--- src/rtl/uart_echo_pkg.sv ---
// Shared types and constants for the UART echo engine.
package uart_echo_pkg;

  typedef enum logic [1:0] {
    IDLE  = 2'd0,
    START = 2'd1,
    GUARD = 2'd2
  } tx_state_e;

  localparam logic [7:0] ASCII_CR = 8'h0D;
  localparam logic [7:0] ASCII_LF = 8'h0A;

endpackage

--- src/rtl/sync_fifo.sv ---
// Single-clock FIFO with a separate fill counter and first-word fall-through read port.
// A push while full is accepted only when a pop frees a slot in the same cycle.
module sync_fifo #(
  parameter int unsigned DATA_W = 8,
  parameter int unsigned DEPTH  = 16,
  localparam int unsigned PTR_W = $clog2(DEPTH),
  localparam int unsigned CNT_W = $clog2(DEPTH) + 1
) (
  input  logic              clk,
  input  logic              rst,
  input  logic              push,
  input  logic [DATA_W-1:0] push_data,
  input  logic              pop,
  output logic [DATA_W-1:0] pop_data,
  output logic [CNT_W-1:0]  count,
  output logic              full,
  output logic              empty
);

  logic [DATA_W-1:0] mem_q [DEPTH];
  logic [PTR_W-1:0]  wr_ptr_q, rd_ptr_q;
  logic [CNT_W-1:0]  count_q;
  logic              do_push, do_pop;

  assign full     = (count_q == CNT_W'(DEPTH));
  assign empty    = (count_q == '0);
  assign do_pop   = pop && !empty;
  assign do_push  = push && (!full || do_pop);
  assign pop_data = mem_q[rd_ptr_q];
  assign count    = count_q;

  // Pointers wrap naturally since DEPTH is a power of two.
  always_ff @(posedge clk) begin
    if (rst) begin
      wr_ptr_q <= '0;
      rd_ptr_q <= '0;
      count_q  <= '0;
    end else begin
      if (do_push) wr_ptr_q <= wr_ptr_q + PTR_W'(1);
      if (do_pop)  rd_ptr_q <= rd_ptr_q + PTR_W'(1);
      case ({do_push, do_pop})
        2'b10:   count_q <= count_q + CNT_W'(1);
        2'b01:   count_q <= count_q - CNT_W'(1);
        default: count_q <= count_q;
      endcase
    end
  end

  always_ff @(posedge clk) begin
    if (do_push) mem_q[wr_ptr_q] <= push_data;
  end

endmodule

--- src/rtl/uart_echo_fifo.sv ---
// Echo engine: buffers words from uart_rx and replays them in order to uart_tx.
// Define UART_ECHO_CRLF_EN to append LF after every transmitted CR.
module uart_echo_fifo
  import uart_echo_pkg::*;
#(
  parameter int unsigned DATA_W = 8,
  parameter int unsigned DEPTH  = 16,
  localparam int unsigned CNT_W = $clog2(DEPTH) + 1
) (
  input  logic              clk,
  input  logic              rst,
  input  logic              rx_ready,
  input  logic [DATA_W-1:0] rx_data,
  input  logic              tx_busy,
  output logic              tx_start,
  output logic [DATA_W-1:0] tx_data,
  output logic [CNT_W-1:0]  fifo_count,
  output logic              overflow,
  input  logic              clr_ovf
);

  tx_state_e         state_q, state_d;
  logic              tx_start_q, tx_start_d;
  logic [DATA_W-1:0] tx_data_q, tx_data_d;
  logic              overflow_q, overflow_d;
  logic              pop_c;
  logic              fifo_full, fifo_empty;
  logic [DATA_W-1:0] fifo_head;
`ifdef UART_ECHO_CRLF_EN
  logic              lf_pend_q, lf_pend_d;
`endif

  sync_fifo #(
    .DATA_W (DATA_W),
    .DEPTH  (DEPTH)
  ) u_fifo (
    .clk       (clk),
    .rst       (rst),
    .push      (rx_ready),
    .push_data (rx_data),
    .pop       (pop_c),
    .pop_data  (fifo_head),
    .count     (fifo_count),
    .full      (fifo_full),
    .empty     (fifo_empty)
  );

  // Transmit sequencing; a pending LF takes priority over the FIFO head.
  always_comb begin
    state_d    = state_q;
    tx_start_d = 1'b0;
    tx_data_d  = tx_data_q;
    pop_c      = 1'b0;
`ifdef UART_ECHO_CRLF_EN
    lf_pend_d  = lf_pend_q;
`endif
    case (state_q)
      IDLE: begin
`ifdef UART_ECHO_CRLF_EN
        if (!tx_busy && lf_pend_q) begin
          tx_data_d  = DATA_W'(ASCII_LF);
          tx_start_d = 1'b1;
          lf_pend_d  = 1'b0;
          state_d    = START;
        end else
`endif
        if (!tx_busy && !fifo_empty) begin
          pop_c      = 1'b1;
          tx_data_d  = fifo_head;
          tx_start_d = 1'b1;
          state_d    = START;
`ifdef UART_ECHO_CRLF_EN
          lf_pend_d  = (fifo_head[7:0] == ASCII_CR);
`endif
        end
      end
      START:   state_d = GUARD;
      GUARD:   state_d = IDLE;
      default: state_d = IDLE;
    endcase
  end

  // Sticky drop flag; a new drop in the clearing cycle keeps it set.
  always_comb begin
    overflow_d = overflow_q;
    if (clr_ovf) overflow_d = 1'b0;
    if (rx_ready && fifo_full && !pop_c) overflow_d = 1'b1;
  end

  always_ff @(posedge clk) begin
    if (rst) begin
      state_q    <= IDLE;
      tx_start_q <= 1'b0;
      tx_data_q  <= '0;
      overflow_q <= 1'b0;
`ifdef UART_ECHO_CRLF_EN
      lf_pend_q  <= 1'b0;
`endif
    end else begin
      state_q    <= state_d;
      tx_start_q <= tx_start_d;
      tx_data_q  <= tx_data_d;
      overflow_q <= overflow_d;
`ifdef UART_ECHO_CRLF_EN
      lf_pend_q  <= lf_pend_d;
`endif
    end
  end

  assign tx_start = tx_start_q;
  assign tx_data  = tx_data_q;
  assign overflow = overflow_q;

endmodule
--- config.mk ---
export PLATFORM = sky130hd
export DESIGN_NAME = uart_echo_fifo
export DESIGN_NICKNAME = d
export VERILOG_FILES = /design/src/rtl/uart_echo_pkg.sv /design/src/rtl/sync_fifo.sv /design/src/rtl/uart_echo_fifo.sv
export SDC_FILE = /design/constraint.sdc
export NUM_CORES = 1
export LEC_CHECK = 0
export ABC_AREA = 1
export ABC_CLOCK_PERIOD_IN_PS = 2350
export BUFFER_PORTS_ARGS = -buffer_cell sky130_fd_sc_hd__buf_2
export CORE_MARGIN = 3
export CORE_UTILIZATION = 40
export CTS_CLUSTER_SIZE = 14
export DETAILED_ROUTE_END_ITERATION = 10
export PLACE_DENSITY = 0.65
export SYNTH_ARGS = -nofsm -noshare
export SYNTH_HDL_FRONTEND = slang
export SYNTH_HIERARCHICAL = 1
export SYNTH_SLANG_ARGS = --single-unit
export TNS_END_PERCENT = 50
--- constraint.sdc ---
create_clock -name clk -period 2.35 [get_ports clk]
set_input_delay 0.3525 -clock clk [delete_from_list [all_inputs] [get_ports clk]]
set_output_delay 0.3525 -clock clk [all_outputs]
set_load 0.03 [all_outputs]
==> results by stage <==
STA:
- The number of pins with negative max-slew slack in the final report is 0.
- The count of endpoints failing hold in the final timing report is 0.
- The final worst setup slack is 0.143 ns.
- The clock skew after layout is 0.00732 ns.
- Setup repair after global routing could not meet its margin everywhere.
- At the pin with the least slew margin, the transition time is 0.731 ns.
- The minimum clock period after layout is 2.21 ns.
- The fraction of the cycle the final worst path needs is 93.9%.
- The highest achievable clock rate is 453 MHz.
- Setup violations remaining at the end of the flow were counted as 0.
- The headroom to the max-slew limit is 51.1%.

Worst setup path:
- The end of the worst register-to-register path is u_fifo/mem_q[13][4]$_DFFE_PP_.
- STA puts the critical path data arrival time at 2.26 ns.
- The capturing element type of the critical path is a register.
- The reg-to-reg startpoint is u_fifo/count[2]$_SDFFE_PP0P_.
- The critical path is of the register to register type.
- The slack of the worst reg-to-reg path is 0.14 ns.
- Along the worst path, the maximum fanout reaches 8.
- The nature of the critical path startpoint is a register.
- The worst endpoint required time is 2.40 ns.
- The cell count of the worst reg-to-reg path is 10.

Global routing:
- The via count of the first global-routing pass is 4,313.
- The first global-routing pass estimated 22,500 µm of wire.
- The largest net degree at the start of global routing is 37.
- In the global route stage, overall resource usage came out at 16.3%.
- The overflow left after global routing is 0.
- The number of antenna violations at the first check in global routing is 0.

Route:
- Dividing the detail-routed via count by the number of cells gives 5.02.
- The average routed wire per standard cell is 16.3 µm.
- The total via count in the routed design is 4,308.
- The sum of routed wire length over all layers is 14,000 µm.
- For this run, the detailed router's first-pass iteration total came to 5.
- The number of nets with antenna violations after detailed routing is 0.
- The remaining design rule violation count is 0.
- The initial DRC count is 414.

Synthesis:
- After technology mapping, the gate count stands at 597.
- The Yosys step of the flow raised 6 warnings.
- The fraction of the yosys area taken by sequential cells is 66.9%.
- The number of synthesized flops with an enable pin is 128.
- The dominant synthesized flop cell is sky130_fd_sc_hd__edfxtp_1.
- Of all flip-flops after synthesis, the portion carrying an async set or reset was 0%.
- A synthesized cell averages 11.1 µm².
- The post-synthesis net count is 619.
- Sorting the synthesized cells by area gives the leading types as sky130_fd_sc_hd__edfxtp_1 58%, sky130_fd_sc_hd__dfxtp_1 8.8%, sky130_fd_sc_hd__inv_1 4.9%.
- Counting instances in the post-synthesis netlist gives the leading cell types as 128 x sky130_fd_sc_hd__edfxtp_1, 87 x sky130_fd_sc_hd__inv_1, 70 x sky130_fd_sc_hd__nand2_1.
- The cell type with the highest aggregate area in the netlist is sky130_fd_sc_hd__edfxtp_1.
- The count of state elements after synthesis is 157.
- The library cell with the highest instance count after synthesis is sky130_fd_sc_hd__edfxtp_1.
- The count of cell types in the netlist is 27.
- The synthesized design devotes to its leading area cell type 58.1% of total area.
- The synthesized cell area is 6610 µm².

Status:
- The run finished with clean final reports.

Min path:
- Along the worst hold path, the cell count comes to 4.
- The path type of the worst min-delay path is input port to register.
- For hold timing, the worst endpoint is overflow$_SDFFE_PP0P_.
- The worst hold path begins at clr_ovf.

Die:
- The row count is 46.
- The die boundary width is 135 µm.
- The core region is 16,100 µm².
- Measured along the y axis, the die boundary spans 135 µm.
- The die covers 18,100 µm².
- The boundary pin count is 28.
- For this configuration, the core starts out at a cell density of 41.2%.

Clocking:
- The total of hold buffers inserted after clock tree synthesis is 0.
- The number of clock sinks seen by CTS is 157.
- The deepest level of the CTS H-tree is 4.
- The total clock buffers created by CTS is 17.
- The TritonCTS clock tree is built.
- The root buffer cell chosen for the clock tree is sky130_fd_sc_hd__clkbuf_16.
- At the later pin of the worst-skew pair, clock insertion delay measures 0.42 ns.
- The clock transition at the register clock pins on the worst setup and hold paths after CTS is 0.06 ns.
- The clock passes through at most 2 buffers.

Cells and area:
- At the end of the flow, the number of nets in the layout was 651.
- The number of antenna cells inserted is 0.
- The fraction of final layout cells with drive strength greater than 1 is 16.5%.
- Cells fill 48.0% of the core in the end.
- From synthesis to final layout, the design area changed by 16.6%.

Placed design:
- The number of buffers inserted by port buffering is 27.
- The congestion estimate from routability-driven global placement came to 0.861.
- The worst slack at placement is -0.0526 ns.
- Detailed placement ended at an HPWL of 9380 µm.

Pwr:
- Of the total power, the clock network draws 33.9%.
- The worst-case IR drop observed on VDD is 0.617 mV.
- Of the total power, combinational logic draws 25.6%.
- The net switching power is 2670 µW.
- The part of the power in registers is 40.5%.
- In this run the static leakage power is 0.00291 µW.
- The switching share of power is 31.4%.
- The power density over the cells is 1100 nW/µm².
- Internal power comes to 5850 µW.

Flow run:
- The max-capacitance violation count is 0.
-- flip-flops by register name (all words and copies together), names as in the netlist, named ones only --
signal           count
tx_start             1
u_fifo/count         5
state_q              2
u_fifo/wr_ptr_q      4
u_fifo/rd_ptr_q      4
tx_data              8
u_fifo/mem_q       128
overflow             1
-- stage by stage --
stage	area, µm²	setup TNS (ns)	power [µW]	std cells	hold WS (ns)
2_1_floorplan	6630	0	4970	597	0.409
3_3_place_gp	7020	0	5580	825	0.425
3_5_place_dp	7020	-0.0526	5640	825	0.427
4_1_cts	7660	0	8540	858	0.157
5_1_grt	7710	-1.26	8970	858	0.199
6_report	7710	0	8520	858	0.175
-- cell families (layout without fill, tap and decap cells) --
group / count (synthesis) / in the layout / synth area share [%]
xor gates and xnor gates: 3 / 3 / 0.397
adders and majority gates: 9 / 9 / 1.82
buffers and inverters: 117 / 162 / 7.34
DFF: 157 / 157 / 66.9
AOI/OAI and AO/OA: 115 / 115 / 10.2
and+or+nand+nor: 196 / 196 / 13.3
-- worst max-delay path by stage --
stage,startpoint,endpoint,slack (ns)
finish,u_fifo/count[2]$_SDFFE_PP0P_,u_fifo/mem_q[13][4]$_DFFE_PP_,0.14
global route,u_fifo/count[2]$_SDFFE_PP0P_,u_fifo/count[4]$_SDFFE_PP0P_,-0.07
CTS,u_fifo/count[0]$_SDFFE_PP0P_,u_fifo/mem_q[6][6]$_DFFE_PP_,0.06
detailed placement,u_fifo/count[0]$_SDFFE_PP0P_,u_fifo/count[4]$_SDFFE_PP0P_,-0.05
global placement,u_fifo/count[0]$_SDFFE_PP0P_,u_fifo/count[4]$_SDFFE_PP0P_,0.03
floorplan,u_fifo/count[2]$_SDFFE_PP0P_,u_fifo/count[4]$_SDFFE_PP0P_,0.01
-- area by class of cell --
| type | instances | area, µm² |
|---|---|---|
| inverters | 91 | 344 |
| multi-input cells | 323 | 1760 |
| clock buffers | 18 | 429 |
| fillers | 1433 | 8350 |
| well taps | 216 | 270 |
| repair buffers | 39 | 263 |
| flip-flops and latches | 157 | 4450 |
| clock inverters | 14 | 199 |
-- critical path: stages, from the launching register on --
cell	delay, ns
sky130_fd_sc_hd__dfxtp_2	0.38
sky130_fd_sc_hd__nor2_2	0.06
sky130_fd_sc_hd__nand3_1	0.13
sky130_fd_sc_hd__inv_1	0.09
sky130_fd_sc_hd__nor2_4	0.14
sky130_fd_sc_hd__nand2_4	0.07
sky130_fd_sc_hd__inv_2	0.11
sky130_fd_sc_hd__o21ai_4	0.08
sky130_fd_sc_hd__inv_4	0.09
sky130_fd_sc_hd__nand2_1	0.13
sky130_fd_sc_hd__nor2_1	0.55
-- power by group through the flow --
stage          Combinational (µW)  Sequential [µW]  Clock [µW]
2_1_floorplan                1390             3580           0
3_3_place_gp                 2080             3490           0
3_5_place_dp                 2130             3510           0
4_1_cts                      2160             3450        2930
5_1_grt                      2430             3490        3060
6_report                     2190             3450        2890
-- per-layer routing --
metal | vias to the layer above | track usage (%) | part of all wire [%]
met4 | 0 | 5.37 | 1.7
met1 | 2054 | 21.2 | 45
met5 | - | 0 | 0
li1 | 2109 | - | -
met2 | 125 | 26.5 | 48
met3 | 20 | 4.84 | 5.5
-- cell usage in the layout, fill, tap and decap left out, types with 8 or more instances in the layout --
cell | netlist | final
sky130_fd_sc_hd__nand3_1 | 57 | 56
sky130_fd_sc_hd__clkbuf_16 | 0 | 17
sky130_fd_sc_hd__a21oi_1 | 39 | 39
sky130_fd_sc_hd__nand3b_1 | 8 | 8
sky130_fd_sc_hd__buf_4 | 0 | 9
sky130_fd_sc_hd__dfxtp_1 | 29 | 22
sky130_fd_sc_hd__nor2_1 | 50 | 38
sky130_fd_sc_hd__nor2_2 | 5 | 16
sky130_fd_sc_hd__edfxtp_1 | 128 | 128
sky130_fd_sc_hd__o211ai_1 | 32 | 32
sky130_fd_sc_hd__buf_2 | 17 | 27
sky130_fd_sc_hd__inv_1 | 87 | 86
sky130_fd_sc_hd__nand2_1 | 70 | 70
sky130_fd_sc_hd__o21ai_0 | 41 | 40
-- what timing repair did --
item | CTS | global route
setup buffers | 1 | 0
resized for setup | 2 | 16
setup endpoints to repair | 1 | 98
pin swaps | 1 | 0
endpoints found under the hold margin | 0 | 0
Note: power is estimated with default switching activity, not from simulation.
